File: src/rtl/uart_tx_fifo.sv
// Byte FIFO feeding a UART transmitter through its wr/data/busy handshake.
// Bytes leave strictly in push order, one outstanding UART write at a time.
module uart_tx_fifo #(
   parameter int ADDR_W       = 4,
   parameter int BUSY_TIMEOUT = 8
) (
   input  logic              sys_clk_i,
   input  logic              sys_rst_i,
   input  logic              push_i,
   input  logic [7:0]        push_dat_i,
   input  logic              flush_i,
   output logic              full_o,
   output logic              empty_o,
   output logic [ADDR_W:0]   level_o,
   output logic              overflow_o,
   input  logic              uart_busy_i,
   output logic              uart_wr_o,
   output logic [7:0]        uart_dat_o
);

   localparam int DEPTH = 2 ** ADDR_W;
   localparam int TMR_W = $clog2(BUSY_TIMEOUT + 1);

   localparam logic [ADDR_W:0]   LVL_FULL = (ADDR_W + 1)'(DEPTH);
   localparam logic [ADDR_W:0]   LVL_ONE  = (ADDR_W + 1)'(1);
   localparam logic [ADDR_W-1:0] PTR_ONE  = ADDR_W'(1);
   localparam logic [TMR_W-1:0]  TMR_LAST = TMR_W'(BUSY_TIMEOUT - 1);
   localparam logic [TMR_W-1:0]  TMR_ONE  = TMR_W'(1);

   localparam logic [1:0] ST_IDLE       = 2'd0;
   localparam logic [1:0] ST_ISSUE      = 2'd1;
   localparam logic [1:0] ST_WAIT_START = 2'd2;
   localparam logic [1:0] ST_WAIT_END   = 2'd3;

   logic [7:0]        mem_q [DEPTH];
   logic [ADDR_W-1:0] wr_ptr_q, wr_ptr_d;
   logic [ADDR_W-1:0] rd_ptr_q, rd_ptr_d;
   logic [ADDR_W:0]   level_q, level_d;
   logic              full_q, full_d;
   logic              empty_q, empty_d;
   logic              overflow_q, overflow_d;
   logic [1:0]        state_q, state_d;
   logic [TMR_W-1:0]  timer_q, timer_d;
   logic              uart_wr_q, uart_wr_d;
   logic [7:0]        uart_dat_q, uart_dat_d;
   logic              push_ok_s;
   logic              pop_s;

   // Push/pop qualification from the registered flags; flush overrides both.
   always_comb begin
      push_ok_s  = push_i & ~full_q & ~flush_i;
      pop_s      = (state_q == ST_IDLE) & ~empty_q & ~uart_busy_i & ~flush_i;
      overflow_d = push_i & full_q;
   end

   // Pointer, level and flag next-state.
   always_comb begin
      wr_ptr_d = wr_ptr_q;
      rd_ptr_d = rd_ptr_q;
      level_d  = level_q;
      if (flush_i) begin
         wr_ptr_d = {ADDR_W{1'b0}};
         rd_ptr_d = {ADDR_W{1'b0}};
         level_d  = {(ADDR_W + 1){1'b0}};
      end else begin
         if (push_ok_s) begin
            wr_ptr_d = wr_ptr_q + PTR_ONE;
         end else begin
            wr_ptr_d = wr_ptr_q;
         end
         if (pop_s) begin
            rd_ptr_d = rd_ptr_q + PTR_ONE;
         end else begin
            rd_ptr_d = rd_ptr_q;
         end
         case ({push_ok_s, pop_s})
            2'b10:   level_d = level_q + LVL_ONE;
            2'b01:   level_d = level_q - LVL_ONE;
            default: level_d = level_q;
         endcase
      end
      full_d  = (level_d == LVL_FULL);
      empty_d = (level_d == {(ADDR_W + 1){1'b0}});
   end

   // Transmit handshake FSM; a missing busy response times out as "sent".
   always_comb begin
      state_d    = state_q;
      timer_d    = timer_q;
      uart_wr_d  = 1'b0;
      uart_dat_d = uart_dat_q;
      case (state_q)
         ST_IDLE: begin
            if (pop_s) begin
               uart_dat_d = mem_q[rd_ptr_q];
               uart_wr_d  = 1'b1;
               state_d    = ST_ISSUE;
            end else begin
               state_d    = ST_IDLE;
            end
         end
         ST_ISSUE: begin
            timer_d = {TMR_W{1'b0}};
            state_d = ST_WAIT_START;
         end
         ST_WAIT_START: begin
            if (uart_busy_i) begin
               state_d = ST_WAIT_END;
            end else if (timer_q == TMR_LAST) begin
               state_d = ST_IDLE;
            end else begin
               timer_d = timer_q + TMR_ONE;
            end
         end
         ST_WAIT_END: begin
            if (!uart_busy_i) begin
               state_d = ST_IDLE;
            end else begin
               state_d = ST_WAIT_END;
            end
         end
         default: begin
            state_d = ST_IDLE;
         end
      endcase
   end

   // Storage array; contents need no reset since level gates every read.
   always_ff @(posedge sys_clk_i) begin
      if (push_ok_s) begin
         mem_q[wr_ptr_q] <= push_dat_i;
      end
   end

   // State registers with synchronous reset.
   always_ff @(posedge sys_clk_i) begin
      if (sys_rst_i) begin
         wr_ptr_q   <= {ADDR_W{1'b0}};
         rd_ptr_q   <= {ADDR_W{1'b0}};
         level_q    <= {(ADDR_W + 1){1'b0}};
         full_q     <= 1'b0;
         empty_q    <= 1'b1;
         overflow_q <= 1'b0;
         state_q    <= ST_IDLE;
         timer_q    <= {TMR_W{1'b0}};
         uart_wr_q  <= 1'b0;
         uart_dat_q <= 8'h00;
      end else begin
         wr_ptr_q   <= wr_ptr_d;
         rd_ptr_q   <= rd_ptr_d;
         level_q    <= level_d;
         full_q     <= full_d;
         empty_q    <= empty_d;
         overflow_q <= overflow_d;
         state_q    <= state_d;
         timer_q    <= timer_d;
         uart_wr_q  <= uart_wr_d;
         uart_dat_q <= uart_dat_d;
      end
   end

   assign full_o     = full_q;
   assign empty_o    = empty_q;
   assign level_o    = level_q;
   assign overflow_o = overflow_q;
   assign uart_wr_o  = uart_wr_q;
   assign uart_dat_o = uart_dat_q;

endmodule

File: config.mk
export PLATFORM = sky130hd
export DESIGN_NAME = uart_tx_fifo
export DESIGN_NICKNAME = d
export VERILOG_FILES = /design/src/rtl/uart_tx_fifo.sv
export SDC_FILE = /design/constraint.sdc
export NUM_CORES = 1
export LEC_CHECK = 0
export BUFFER_PORTS_ARGS = -buffer_cell sky130_fd_sc_hd__buf_2
export CAP_MARGIN = 20
export CORE_ASPECT_RATIO = 0.5
export CORE_MARGIN = 2
export CORE_UTILIZATION = 45
export CTS_CLUSTER_DIAMETER = 30
export DETAILED_ROUTE_END_ITERATION = 10
export GPL_ROUTABILITY_DRIVEN = 0
export RECOVER_POWER = 25
export SYNTH_ARGS = -nofsm -noshare
export SYNTH_HDL_FRONTEND = slang
export SYNTH_SLANG_ARGS = --single-unit
File: constraint.sdc
create_clock -name sys_clk_i -period 2.8 [get_ports sys_clk_i]
set_input_delay 0.56 -clock sys_clk_i [delete_from_list [all_inputs] [get_ports sys_clk_i]]
set_output_delay 0.56 -clock sys_clk_i [all_outputs]
set_load 0.01 [all_outputs]
; Word level (Yosys, flattened, before mapping)
; Memories as Yosys holds them, arrays and structs flattened. A register that Yosys moved wholly into a read port is not among the register bits.
; Cells that the tools add are included.
[word_totals]
ff_bits = 23
ram_bits = 128
inputBits = 13
out_inout_bits = 17
elab_cells = 56
memories = 1
[memory_table]
columns = memory, words, width, read_ports, rd_ports_with_merged_regs, write_ports, line
row1 = mem_q, 16, 8, 1, 1, 1, 35  ; logic [7:0] mem_q [DEPTH];
[op_classes]
n_addsub = 5
eq_ne = 10
muxes = 13
n_bitwise = 11
reduce_logical = 7
[op_table]
columns = operator, count
row1 = $add A4 B1 Y4 const B, 3
row2 = $pmux W5 S2, 1
row3 = $mux W4, 2
row4 = $pmux W2 S4, 1
row5 = $pmux W4 S2, 1
row6 = $and A1 B1 Y1, 6
row7 = $eq A2 B2 Y1 const B, 3
row8 = $mux W2, 3
row9 = $add A5 B1 Y5 const B, 1
row10 = $eq A5 B5 Y1 const B, 1
row11 = $logic_not A5 Y1, 1
row12 = $mux W5, 1
row13 = $not A1 Y1, 5
row14 = $sub A5 B1 Y5 const B, 1
row15 = $eq A2 B1 Y1 const B, 2
row16 = $eq A4 B3 Y1 const B, 1
row17 = $mux W1, 4
row18 = $ne A2 B2 Y1 const B, 2
row19 = $reduce_or A2 Y1, 2
row20 = $ne A3 B3 Y1 const B, 1
row21 = $reduce_and A3 Y1, 1
row22 = $logic_not A2 Y1, 1
row23 = $reduce_and A2 Y1, 1
row24 = $reduce_bool A2 Y1, 1

; Longest topological paths before layout
[depth]
ltp_word = 8
mapped_depth = 9
depth_no_buf = 9

; Worst setup path after synthesis
; OpenSTA, ideal clock, no wires.
[synth_timing]
path_type = input-to-reg
startpoint = input flush_i
endpoint = register full_q, in the netlist full_o
t_arrival_ps = 2499
required_ps = 2683
slack_ps = 184
path_stages = 9
cell_sequence = or3_4 -> nor3_2 -> xor2_1 -> ha_1 -> o41ai_1 -> nand4_1 -> a211oi_1 -> xnor2_1 -> and4bb_1
[synth_between]
elab_chain_len = 6
elab_cells_between_ends = 8
cone_classes = eq/ne: 3 / mux: 2 / bitwise: 3
[synth_rtl]
columns = item, line
row1 = "start, declared", 11  ; input logic flush_i,
row2 = $not A1 Y1, "51, 52"
row3 = "$and A1 B1 Y1, on equally long branches", "52, 51"
row4 = $eq A2 B1 Y1 or $eq A2 B2 Y1 (tied branches), 76  ; case ({push_ok_s, pop_s})
row5 = $pmux W5 S2, 76
row6 = $mux W5 *, 61  ; if (flush_i) begin
row7 = $eq A5 B5 Y1 *, 82  ; full_d = (level_d == LVL_FULL);
row8 = "end signal, assigned", 152  ; full_q <= full_d;
row9 = "end, declared", 39  ; logic full_q, full_d;
; Mark *: on every way between the ends. The rest lies on a longest branch, timed or not.
; A chain may end at the register's enable or synchronous reset.

; Worst setup path after layout
[layout_timing]
startpoint = register state_q[1]
endpoint = register full_q, in the netlist full_o
[layout_between]
elab_chain_len = 8
elab_cells_between_ends = 9
cone_classes = eq/ne: 3 / mux: 2 / bitwise: 3 / reduce/logical: 1
[layout_rtl]
columns = item, line
row1 = "start, declared", 42  ; logic [1:0] state_q, state_d;
row2 = "start signal, assigned", 155  ; state_q <= state_d;
row3 = $logic_not A2 Y1 *, 52  ; pop_s = (state_q == ST_IDLE) & ~empty_q & ~uart_busy_i & ~flush_i;
row4 = $and A1 B1 Y1 * (3 in series), 52
row5 = $eq A2 B1 Y1 or $eq A2 B2 Y1 (tied branches), 76
row6 = $pmux W5 S2 *, 76
row7 = $mux W5 *, 61
row8 = $eq A5 B5 Y1 *, 82
; Marked as above.

==> results.py <==
metrics = {
    "worst_setup_path": {
        "path_class": "reg -> reg",
        "crit_path_end_kind": "flop",
        "startpoint_type": "flop",
        "critPathMaxFanout": 3,
        "cp.arrival_ns": 2.85,
        "required_ns": 3.10,
    },
    "synth": {
        "synth_top_family_by_area": "multiplexers",
        "syn_nets": 405,
        "yosys.cell_count.top_type": "edfxtp_1",
        "synth.avg_cell_area_sq_um": 16.4,
        "synth_compound_area_share_pct": 5.57,
        "ys_seq_elements": 159,
        "synth-edff-count": 128,
        "synth_xor_area_share_pct": 1.65,
        "synthTopCellsByArea": "edfxtp_1, mux4_2, dfxtp_1",
        "synth_commonest_cells": "edfxtp_1, nor2_1, mux4_2, dfxtp_1, a21oi_1",
        "synth-simple-area-share_pct": 6.70,
        "ys.flop_type": "edfxtp_1",
        "synthCells": 384,
        "ys_types": 40,
        "ys_seq_area_share_pct": 70.8,
        "synthArstFlopShare_pct": 0,
        "synthAdderAreaFrac_pct": 1.59,
        "synthMuxAreaShare_pct": 12.1,
        "yosys.area.top_type": "edfxtp_1",
        "synth_top_area_share_pct": 60.9,
        "ys_warn_count": 0,
        "syn-cell-area_sq_um": 6310,
    },
    "clocking": {
        "post_cts_buffers": 0,
        "cts_htree_levels": 4,
        "holdBufCountCts": 0,
        "cts.sinks": 159,
        "cts_tree": "done",
        "clkLatencyLatePin_ns": 0.41,
        "cts_made_buffers": 17,
        "cts-root-buf": "clkbuf_16",
        "path_clk_slew_ns": 0.06,
        "ctsLongestPathBuffers": 2,
    },
    "finish": {
        "final_core_util_pct": 54.8,
        "final_cell_count_no_fill": 641,
        "area_delta_synth_final_pct": 18.3,
        "antennaDiodeCount": 0,
        "drive_above_1_share_pct": 26.9,
        "num-nets-final": 458,
    },
    "floorplan": {
        "io_pins": 30,
        "die_h_microns": 87.7,
        "core_sq_um": 13600,
        "core.rowCount": 30,
        "initial_utilization_pct": 46.3,
        "die_x_microns": 171,
        "dieArea_sq_um": 15000,
    },
    "grt": {
        "grt-ovfl-total": 0,
        "track_usage_pct": 18.6,
        "antenna_found_initial": 0,
        "grt_pass1_vias": 3549,
        "grt_start_max_net_pins": 36,
        "grt_pass1_wl_microns": 20000,
    },
    "detailed_routing": {
        "routedWlPerCell_microns": 20.2,
        "drc": 0,
        "ant_nets": 0,
        "avgViaCountPerCell": 5.51,
        "first_pass_iters": 5,
        "vias": 3534,
        "totalWireLength_microns": 12900,
        "drt_iter0_drc": 278,
    },
    "power_and_ir_drop": {
        "p_sw_share_pct": 19.0,
        "pwr-share-seq_pct": 49.7,
        "p_int_mw": 4.19,
        "p_clk_share_pct": 48.2,
        "power.leakage_nw": 2.50,
        "ir_drop_uv": 439,
        "p_per_area_nw_per_um2": 692,
        "switchingPower_mw": 0.980,
        "comb_power_share_pct": 2.1,
    },
    "sta": {
        "rsz0062_at_grt": "no",
        "hold_violations": 0,
        "maxSlewHeadroom_pct": 50.8,
        "fin_hold_ws_ns": 0.405,
        "max_freq_ghz": 0.393,
        "setup_viol": 0,
        "clock-skew-final_ns": 0.0118,
        "worstMarginPinSlew_ns": 0.736,
        "slew_viol_final": 0,
        "min_period_ns": 2.54,
        "finalCritPeriodShare_pct": 90.9,
    },
    "placed_design": {
        "dp_cells": 610,
        "portBuffers": 29,
        "dp_hpwl_microns": 8390,
    },
    "outcome": {
        "status": "finished clean",
    },
    "flow_run": {
        "drv_cap": 0,
    },
    "min_path": {
        "hold_path_class": "in -> reg",
    },
}
==> through the flow <==
stage	setup slack [ns]	power, mW	setup TNS (ns)	instance area (sq um)
6_report	0.256	5.17	0	7460
5_1_grt	0.0992	5.32	0	7460
4_1_cts	0.200	5.21	0	7460
3_3_place_gp	0.0596	2.72	0	6820
3_5_place_dp	-0.0980	2.73	-0.136	6820
2_1_floorplan	0.184	2.67	0	6310
==> cell type report <==
| class | count | area (sq um) |
|---|---|---|
| clock buffers | 19 | 433 |
| clock inverters | 12 | 208 |
| fillers | 1100 | 6160 |
| inverters | 5 | 18.8 |
| multi-input cells | 198 | 1750 |
| flip-flops and latches | 159 | 4470 |
| well taps | 192 | 240 |
| repair buffers | 56 | 353 |
==> sequential cells by signal (all words and copies together), names as in the netlist <==
| name | flops |
|---|---|
| empty_o | 1 |
| timer_q | 4 |
| level_o | 5 |
| uart_dat_o | 8 |
| state_q | 2 |
| uart_wr_o | 1 |
| full_o | 1 |
| wr_ptr_q | 4 |
| mem_q | 128 |
| rd_ptr_q | 4 |
| overflow_o | 1 |
==> metal layers <==
layer,GRT usage (%),wire length (microns),vias to the layer above
li1,-,-,1595
met1,24.4,5590,1822
met2,31.4,6400,111
met3,4.11,858,6
met4,6.63,79,0
met5,0,0,-
==> cells in the final DEF (no fill, tap or decap), drive strengths merged, types with 2 or more instances in the layout <==
cell type	synthesis	layout
nand2	15	15
or2	3	3
nor2	39	39
nor2b	5	5
nand2b	4	4
nor3	8	8
edfxtp	128	128
mux4	32	32
bufinv	0	5
o21ai	2	2
a22oi	16	16
xnor2	4	4
mux2i	4	4
nand4	2	2
dfxtp	31	31
o211ai	3	3
inv	5	9
ha	8	8
clkbuf	14	25
clkinv	0	2
buf	8	50
a21oi	26	26
nor3b	2	2
or3	2	2
nand3	5	5
xor2	7	7
==> worst paths after layout <==
| kind | startpoint | to | slack (ns) | cells after the start |
|---|---|---|---|---|
| min reg2reg | full_o$_SDFF_PP0_ | overflow_o$_SDFF_PP0_ | 0.48 | 2 |
| min | push_i | overflow_o$_SDFF_PP0_ | 0.41 | 3 |
| max reg2reg | state_q[1]$_SDFFE_PP0P_ | full_o$_SDFF_PP0_ | 0.26 | 9 |
| max | state_q[1]$_SDFFE_PP0P_ | full_o$_SDFF_PP0_ | 0.26 | 9 |
==> worst max-delay path, stage by stage (launching register included) <==
cell      delay [ns]
dfxtp_1         0.31
or3_4           0.40
nor3_2          0.23
xor2_1          0.11
ha_1            0.24
o41ai_2         0.25
nand4_1         0.15
a211oi_1        0.29
xnor2_1         0.21
and4bb_1        0.25
==> cells by family after synthesis <==
logic type / after synthesis
buffers and inverters: 27
AOI/OAI and AO/OA: 55
and+or+nand+nor: 88
adders and majority gates: 8
xor gates and xnor gates: 11
muxes: 36
DFF: 159
==> power groups by stage <==
stage | registers, mW | clock network, mW | logic [mW]
floorplan | 2.62 | 0 | 0.0488
global route | 2.57 | 2.63 | 0.120
finish | 2.57 | 2.49 | 0.107
detailed placement | 2.62 | 0 | 0.109
global placement | 2.62 | 0 | 0.103
CTS | 2.57 | 2.53 | 0.109
==> repair_timing <==
| item | 4_1_cts | 5_1_grt |
|---|---|---|
| endpoints found under the setup margin | 0 | 1 |
| gates resized for setup | 0 | 1 |
| endpoints found under the hold margin | 0 | 0 |
No activity file was read; power rests on OpenSTA's default activity.
